==> config.mk <==
export PLATFORM = sky130hd
export DESIGN_NAME = cska_word_seq
export DESIGN_NICKNAME = d
export VERILOG_FILES = /design/src/rtl/cska_word_seq.sv
export SDC_FILE = /design/constraint.sdc
export NUM_CORES = 1
export LEC_CHECK = 0
export ABC_AREA = 1
export BUFFER_PORTS_ARGS = -buffer_cell sky130_fd_sc_hd__buf_2
export CORE_ASPECT_RATIO = 0.9
export CORE_UTILIZATION = 30
export DETAILED_ROUTE_END_ITERATION = 7
export GPL_ROUTABILITY_DRIVEN = 0
export MAX_ROUTING_LAYER = met4
export REMOVE_ABC_BUFFERS = 1
export SETUP_SLACK_MARGIN = 0.1
export SYNTH_ARGS = -nofsm -noshare
export SYNTH_HDL_FRONTEND = slang
export SYNTH_HIERARCHICAL = 1
export SYNTH_SLANG_ARGS = --single-unit
==> constraint.sdc <==
create_clock -name clk -period 4.54 [get_ports clk]
set_input_delay 0.227 -clock clk [delete_from_list [all_inputs] [get_ports clk]]
set_output_delay 0.227 -clock clk [all_outputs]
set_load 0.03 [all_outputs]
==> src/rtl/cska_word_seq.sv <==
// -----------------------------------------------------------------------------
// cska_word_seq
//   Multi-cycle wide adder. A W = N*WORDS bit add is performed by time-sharing
//   one N-bit carry-skip adder (cska_top), one slice per clock, least
//   significant slice first. The slice carry-out is registered and feeds the
//   next slice's carry-in. Operands come in on a valid/ready handshake and the
//   result leaves on a second valid/ready handshake.
//
// Ports (cska_word_seq)
//   clk        in   clock, rising edge
//   rst        in   asynchronous active-high reset
//   in_valid   in   operands valid
//   in_ready   out  sequencer is idle and accepts operands
//   a, b       in   W-bit operands
//   cin        in   carry into slice 0
//   out_valid  out  result valid (held until out_ready)
//   out_ready  in   consumer accepts result
//   sum        out  W-bit registered result
//   cout       out  registered carry out of the top processed slice
//   busy       out  high whenever the sequencer is not idle
//
// Ports (cska_top)
//   a, b       in   N-bit slice operands
//   cin        in   slice carry in
//   sum        out  N-bit slice sum
//   cout       out  slice carry out
//
// Build option
//   CSKA_SEQ_EARLY_DONE_EN : when defined, RUN finishes as soon as the carry
//   into the next slice is 0 and every remaining operand slice is 0. Results
//   are identical to the default build; only latency shrinks (1..WORDS).
// -----------------------------------------------------------------------------

module cska_top #(
    parameter int N          = 2,
    parameter int BLOCK_SIZE = 2
) (
    input  logic [N-1:0] a,
    input  logic [N-1:0] b,
    input  logic         cin,
    output logic [N-1:0] sum,
    output logic         cout
);

    localparam int NUM_BLOCKS = N / BLOCK_SIZE;

    logic blk_cin;
    logic ripple_c;
    logic blk_prop;

    // Each block ripples internally; when every bit of the block propagates,
    // the block's carry-in bypasses the ripple chain straight to the next block.
    always_comb begin
        sum      = '0;
        blk_cin  = cin;
        ripple_c = cin;
        blk_prop = 1'b1;
        for (int blk = 0; blk < NUM_BLOCKS; blk++) begin
            ripple_c = blk_cin;
            blk_prop = 1'b1;
            for (int i = 0; i < BLOCK_SIZE; i++) begin
                sum[blk*BLOCK_SIZE + i] = a[blk*BLOCK_SIZE + i] ^ b[blk*BLOCK_SIZE + i] ^ ripple_c;
                blk_prop = blk_prop & (a[blk*BLOCK_SIZE + i] ^ b[blk*BLOCK_SIZE + i]);
                ripple_c = (a[blk*BLOCK_SIZE + i] & b[blk*BLOCK_SIZE + i])
                         | ((a[blk*BLOCK_SIZE + i] ^ b[blk*BLOCK_SIZE + i]) & ripple_c);
            end
            blk_cin = blk_prop ? blk_cin : ripple_c;
        end
        cout = blk_cin;
    end

endmodule

// -----------------------------------------------------------------------------
// Sequencer states
//   state  | meaning
//   S_IDLE | waiting for operands, in_ready high
//   S_RUN  | adding slice idx_q, one slice per clock
//   S_DONE | result held, out_valid high until out_ready
// -----------------------------------------------------------------------------
module cska_word_seq #(
    parameter int N          = 2,
    parameter int BLOCK_SIZE = 2,
    parameter int WORDS      = 4
) (
    input  logic                 clk,
    input  logic                 rst,
    input  logic                 in_valid,
    output logic                 in_ready,
    input  logic [N*WORDS-1:0]   a,
    input  logic [N*WORDS-1:0]   b,
    input  logic                 cin,
    output logic                 out_valid,
    input  logic                 out_ready,
    output logic [N*WORDS-1:0]   sum,
    output logic                 cout,
    output logic                 busy
);

    localparam int W     = N * WORDS;
    localparam int IDX_W = (WORDS > 1) ? $clog2(WORDS) : 1;
    localparam logic [IDX_W-1:0] LAST_IDX = IDX_W'(WORDS - 1);

    typedef enum logic [1:0] {
        S_IDLE = 2'd0,
        S_RUN  = 2'd1,
        S_DONE = 2'd2
    } state_t;

    state_t           state_q,     state_d;
    logic [W-1:0]     a_q,         a_d;
    logic [W-1:0]     b_q,         b_d;
    logic [W-1:0]     sum_q,       sum_d;
    logic             cout_q,      cout_d;
    logic             carry_q,     carry_d;
    logic [IDX_W-1:0] idx_q,       idx_d;
    logic             in_ready_q,  in_ready_d;
    logic             out_valid_q, out_valid_d;
    logic             busy_q,      busy_d;

    logic [31:0]      slice_base;
    logic [W-1:0]     slice_mask;
    logic [N-1:0]     slice_a;
    logic [N-1:0]     slice_b;
    logic [N-1:0]     add_sum;
    logic             add_cout;
`ifdef CSKA_SEQ_EARLY_DONE_EN
    logic             upper_zero;
`endif

    // Slice selection is done with shifts so the index arithmetic stays a
    // plain 32-bit bit offset.
    always_comb begin
        slice_base = 32'(idx_q) * 32'(N);
        slice_mask = W'({N{1'b1}}) << slice_base;
        slice_a    = N'(a_q >> slice_base);
        slice_b    = N'(b_q >> slice_base);
    end

`ifdef CSKA_SEQ_EARLY_DONE_EN
    // Remaining operand slices above the one being written are all zero.
    always_comb begin
        upper_zero = ((a_q | b_q) >> (slice_base + 32'(N))) == '0;
    end
`endif

    cska_top #(
        .N          (N),
        .BLOCK_SIZE (BLOCK_SIZE)
    ) u_cska (
        .a    (slice_a),
        .b    (slice_b),
        .cin  (carry_q),
        .sum  (add_sum),
        .cout (add_cout)
    );

    always_comb begin
        state_d = state_q;
        a_d     = a_q;
        b_d     = b_q;
        sum_d   = sum_q;
        cout_d  = cout_q;
        carry_d = carry_q;
        idx_d   = idx_q;

        case (state_q)
            S_IDLE: begin
                if (in_valid) begin
                    a_d     = a;
                    b_d     = b;
                    carry_d = cin;
                    idx_d   = '0;
                    sum_d   = '0;
                    cout_d  = 1'b0;
                    state_d = S_RUN;
                end
            end
            S_RUN: begin
                sum_d   = (sum_q & ~slice_mask) | (W'(add_sum) << slice_base);
                carry_d = add_cout;
                cout_d  = add_cout;
                if (idx_q == LAST_IDX) begin
                    // idx is held on the last slice so it never wraps.
                    state_d = S_DONE;
                end else begin
                    idx_d = idx_q + IDX_W'(1);
`ifdef CSKA_SEQ_EARLY_DONE_EN
                    // No carry leaves this slice and nothing remains above it,
                    // so the cleared upper sum slices are already correct.
                    if (!add_cout && upper_zero) begin
                        state_d = S_DONE;
                    end
`endif
                end
            end
            S_DONE: begin
                if (out_ready) begin
                    state_d = S_IDLE;
                end
            end
            default: begin
                state_d = S_IDLE;
            end
        endcase

        // Handshake and status outputs are registered from the next state.
        in_ready_d  = (state_d == S_IDLE);
        out_valid_d = (state_d == S_DONE);
        busy_d      = (state_d != S_IDLE);
    end

    always_ff @(posedge clk or posedge rst) begin
        if (rst) begin
            state_q     <= S_IDLE;
            a_q         <= '0;
            b_q         <= '0;
            sum_q       <= '0;
            cout_q      <= 1'b0;
            carry_q     <= 1'b0;
            idx_q       <= '0;
            in_ready_q  <= 1'b1;
            out_valid_q <= 1'b0;
            busy_q      <= 1'b0;
        end else begin
            state_q     <= state_d;
            a_q         <= a_d;
            b_q         <= b_d;
            sum_q       <= sum_d;
            cout_q      <= cout_d;
            carry_q     <= carry_d;
            idx_q       <= idx_d;
            in_ready_q  <= in_ready_d;
            out_valid_q <= out_valid_d;
            busy_q      <= busy_d;
        end
    end

    assign in_ready  = in_ready_q;
    assign out_valid = out_valid_q;
    assign sum       = sum_q;
    assign cout      = cout_q;
    assign busy      = busy_q;

endmodule

# Yosys cells after proc, flatten, opt, wreduce, memory -nomap -nowiden
# Index checks and enable logic that the tools add are counted.
# word_totals
reg_bits,33
latchBits,0
mem_bits_rw,0
romBits,0
inputBits,21
out_inout_bits,12
word_cells,56
n_memories,0
# op_classes
add_sub_neg,1
mul,0
n_div,0
n_lt_le_gt_ge,0
n_eq_ne,6
shifts,4
n_mux,14
bitwise_logic,14
reduce_logical,7
# op_table
op,n
one-hot mux 8 bit (2 select lines),1
right shift 8 x 3 -> 2 bit,2
two-way mux 2 bit,5
bitwise AND 8 bit,1
two-way mux 8 bit,1
inverter 8 bit,1
bitwise OR 8 bit,1
<< shifter 2 x 3 -> 8 bit,1
<< shifter 2 x 3 -> 8 bit (first input constant),1
== test 2 bit (second input constant),3
one-hot mux 2 bit (3 select lines),1
bitwise AND 1 bit,5
zero test 2 bit,2
inequality test 2 bit (second input constant),2
one-hot mux 1 bit (2 select lines),2
one-hot mux 2 bit (2 select lines),1
AND reduction 2 bit,2
nonzero test 2 bit,2
XOR 1 bit,4
two-way mux 1 bit,3
AND reduction 3 bit,1
adder 2 x 1 -> 2 bit (second input constant),1
== test 2 x 1 -> 1 bit (second input constant),1
bitwise OR 1 bit,2

# Logic depth before layout (Yosys ltp)
# logic_depth
word_depth,8
depth_mapped,15
depth_no_buf,14

# By module
# Netlist, hierarchy kept.
# by_module_without_submodules
module,n_inst,cells_per_inst,area_each_um2,seq_area_each_um2
cska_word_seq,1,204,1696.6,827.0
cska_top,1,16,111.4,0.0

# Worst setup path after synthesis
# OpenSTA, ideal clock, no wires.
# synth_timing
path_type,register to register
startpoint,register idx_q[0]
endpoint,register sum_q[1] (netlist: sum[1])
setup_time_ns,0.117
arrival_time_ns,2.121
required_time_ns,4.423
slack_ns,2.301
stages_incl_launch_ff,13
n_path_buf,1
period_less_slack_ns,2.239
cell_sequence,dfrtp_1 -> inv_1 -> buf_2 -> o211ai_1 -> nand2_1 -> inv_1 -> fa_1 -> fa_1 -> inv_1 -> nand3_1 -> nand2_1 -> nand2_1 -> nand2_1
# synth_between
elab_chain_len,8
word_cells_on_any_way,14
cone_classes,shift (4); mux (1); bitwise (9)
# synth_rtl
element,line_no,rtl
start: declaration,116,"logic [IDX_W-1:0] idx_q, idx_d;"
start signal: assignment,232,idx_q <= idx_d;
right shift 8 x 3 -> 2 bit *,136,slice_a = N'(a_q >> slice_base);
via slice_a[0],123,logic [N-1:0] slice_a;
XOR 1 bit,65,| ((a[blk*BLOCK_SIZE + i] ^ b[blk*BLOCK_SIZE + i]) & ripple_c);
bitwise AND 1 bit,65,
bitwise OR 1 bit *,65,
XOR 1 bit *,62,sum[blk*BLOCK_SIZE + i] = a[blk*BLOCK_SIZE + i] ^ b[blk*BLOCK_SIZE + i] ^ ripple_c;
via add_sum[1],125,logic [N-1:0] add_sum;
<< shifter 2 x 3 -> 8 bit *,180,sum_d = (sum_q & ~slice_mask) | (W'(add_sum) << slice_base);
bitwise OR 8 bit *,180,
one-hot mux 8 bit (2 select lines) *,167,case (state_q)
end signal: assignment,229,sum_q <= sum_d;
end: declaration,113,"logic [W-1:0] sum_q, sum_d;"
# Mark *: on every way through the listed nets, which the timed path passes. The rest lies on a longest branch.
# A chain may end at the register's enable or synchronous reset.

# Final worst setup path
# layout_timing
startpoint,register idx_q[0]
endpoint,register sum_q[7] (netlist: sum[7])
# Same word-level chain as after synthesis.

==> results <==
- The most numerous cell type found on the critical path is nand2_1.
- The flow ran to the end, but the final reports show violations.
- The checks that failed: design-rule violations.
- The tightest hold path in the finished design has a slack of 26.9 ps.
- The fmax is 375 MHz.
- The met1 global-route usage is 15.7%.
- The H-tree was split into 2 levels.
- Summed over all nets, the half-perimeter wirelength after detailed placement is 2.54 mm.
- TritonCTS built the clock tree.
- The worst-margin pin slew is 450 ps.
- The portion of the post-synthesis area used by sequential elements is 45.7%.
- The via count of the first global-routing pass was 1340.
- The clock-pin slew on the worst setup and hold paths is 70 ps.
- The initial utilization of the core area, before any placement, comes to 31.4%.
- The cell at the slowest stage of the critical path is dfrtp_1.
- The buffer levels on the longest clock path is 2.
- The type of the worst min-delay path is primary input to async pin.
- The number of gates on the worst path with buffers counted is 12.
- The maximum number of pins on one net before global-route repair is 34.
- On the critical path the largest part of the delay comes from adder cells.
- The core footprint is 5760 um^2.
- During synthesis, Yosys emitted a total of 6 warnings.
- Walking the worst path, the cells encountered are inv_1, nand2_1, o211ai_1, nand2_1, inv_1, fa_1, fa_1, inv_1, nand3_1, nand2_1, nand2_1, nand2_1.
- The worst setup path category is register to register.
- The synthesized flop and latch total is 33.
- The number of vias per cell after detailed routing is 4.43.
- The mapped netlist covers 1810 um^2.
- The setup TNS is 0 ps.
- The critical path launch point type is a register.
- For this block, the initial DRC count from the detailed router was 84.
- In this run the mean area of a mapped cell was 8.22 um^2.
- For this run, the detailed router's first-pass iteration total came to 6.
- The total leakage power is 1.16 nW.
- After layout, the worst path uses 58.8% of the clock period.
- The floorplan step defined a die boundary enclosing 6340 um^2.
- After detailed routing, the total wire length is 3.47 mm.
- The number of inserted diodes is 0.
- The number of maximum-capacitance constraint violations is 0.
- The arrival time reported for the critical path endpoint is 2840 ps.
- The first global-routing pass estimated 5.96 mm of wire.
- The via count of the routed design is 1428.
- The area share of the largest cell type after synthesis is 44.3%.
- The layout filler cell count is 623.
- The insertion delay to the later sink of the worst-skew pair is 280 ps.
- Setup violations remaining at the end of the flow were counted as 0.
- After the last flow step, the layout net total stands at 280.
- The count of final hold-check violations came to 0.
- The routed length per instance is 10.8 um.
- The number of cells on the worst reg-to-reg path is 12.
- The worst pin sits at a relative slew slack of 70.0%.
- The met3 usage is 3.58%.
- The clock net in this run drives a total of 33 sinks.
- The post-synthesis instance total is 220.
- The die is 75.6 um tall.
- The master cell of the clock root buffer is clkbuf_8.
- The delay of the slowest cell on the worst path is 620 ps.
- The share of cells above drive strength 1 is 22.2%.
- Counting distinct cell types in the post-synthesis netlist gives 23.
- The busiest metal layer after global routing is met2.
- Once detail routing completed, the nets flagged for antenna violations numbered 0.
- Summed over all layers, the global routing overflow is 0.
- Global routing used 12.4% of the available tracks.
- The count of final max-slew check failures is 0.
- Setup repair after global routing left no endpoint under its margin.
- The met2 routing resource usage after global routing is 19.7%.
- The number of design rule violations left after detail routing is 2.
- For this design the ratio of total power to cell area is 771 nW/um^2.
- Measured along the x axis, the die boundary spans 83.8 um.
- The initial antenna violation count is 0.
- Buffers inserted during clock tree synthesis total 5.
- The largest total area in the synthesized netlist belongs to dfrtp_1.
- Ranked by total cell area, the synthesized netlist is headed by dfrtp_1 44%, nand2_1 20%, nand3_1 6.4%, inv_1 4.8%, ha_1 4.2%.
- The growth of design area from synthesis to finish is 14.2%.
- The number of buffers inserted by port buffering is 32.
- STA classifies the critical path endpoint as a register.
- Post-CTS timing repair inserted 0 buffers for setup.
- The floorplan has 26 rows.
- Along the worst path, the maximum fanout reaches 16.
- Gates resized during post-CTS repair numbered 0.
- Hold repair after CTS inserted 0 buffers.
- The time the final worst path needs with I/O delays and setup is 2670 ps.
- The worst path required time is 4710 ps.
- The I/O pin count is 33.
- VDD sags by at most 0.283 mV.
- The critical path contains buffers and inverters numbering 3 combined.
- Clock skew on the completed layout was measured at 4.28 ps.
## synth_stat cells, drive strengths merged
cell and instances:
o21ai 12, o211ai 4, fa 2, nand2 98, clkinv 1, inv 24
ha 6, nor2 4, dfrtp 32, dfstp 1, nand3 24, buf 9
nand4 3
## tightest hold or removal path: cells and delay by family
family                 cells  cell delay, ps
buffers and inverters      3             500
## flip-flops by register name, indices dropped and copies added (netlist names)
register   flops
cout           1
idx_q          2
a_q            8
b_q            8
out_valid      1
in_ready       1
busy           1
state_q        2
carry_q        1
sum            8
## layout by cell type (no fill, tap or decap), drive strengths merged, types with 3 or more instances in the layout
| cell | n |
|---|---|
| nand3 | 24 |
| o211ai | 4 |
| nand2 | 98 |
| clkbuf | 6 |
| nand4 | 3 |
| buf | 33 |
| ha | 6 |
| nor2 | 4 |
| dfrtp | 32 |
| clkinv | 3 |
| inv | 24 |
| o21ai | 12 |
## layer usage
metal,part of all wire [%],routed length (um)
met1,51,1780
met2,43,1490
met3,5.0,175
met4,0.72,25
met5,0,0
## final timing paths
path | end | start | slack [ps]
setup / recovery | sum[7]$_DFFE_PP0P_ | idx_q[0]$_DFFE_PP0P_ | 1870
hold / removal | idx_q[1]$_DFFE_PP0P_ | rst | 30
setup reg to reg | sum[7]$_DFFE_PP0P_ | idx_q[0]$_DFFE_PP0P_ | 1870
hold reg to reg | a_q[7]$_DFFE_PP0P_ | a_q[7]$_DFFE_PP0P_ | 480
max in group asynchronous | in_ready$_DFF_PP1_ | rst | 4190
min in group clk | a_q[3]$_DFFE_PP0P_ | a[3] | 140
## kinds of logic (layout without fill, tap and decap cells)
family | count (synthesis) | in the layout | synth area share, %
and+or+nand+nor | 129 | 129 | 31.4
buffers and inverters | 34 | 66 | 9.83
DFF | 33 | 33 | 45.7
AOI/OAI and AO/OA | 16 | 16 | 6.64
adders and majority gates | 8 | 8 | 6.37
## stage by stage
step	util [%]	area (um^2)	power, mW	instances	setup WS [ps]
floorplan	-	1730	1.19	211	2170
global placement	34.4	1980	1.38	314	1950
detailed placement	34.4	1980	1.39	314	1870
CTS	35.9	2060	1.61	322	1860
global route	35.9	2060	1.76	322	1620
finish	35.9	2060	1.59	322	1870
## area by class of cell
cell class	instances	area, um^2	share of cell area, %
Sequential cell	33	827	40.1
Multi-Input combinational cell	153	803	38.9
Timing Repair Buffer	33	168	8.12
Inverter	25	96.3	4.67
Tap cell	70	87.6	4.24
Clock buffer	6	72.6	3.52
Clock inverter	2	10.0	0.485
## report_power, final
part / leakage [nW] / switching (mW) / internal, mW
clock: 0.0450 / 0.101 / 0.106
sequential: 0.415 / 0.103 / 0.428
combinational: 0.704 / 0.565 / 0.288
total: 1.16 / 0.770 / 0.822
Note: power is estimated with default switching activity, not from simulation.
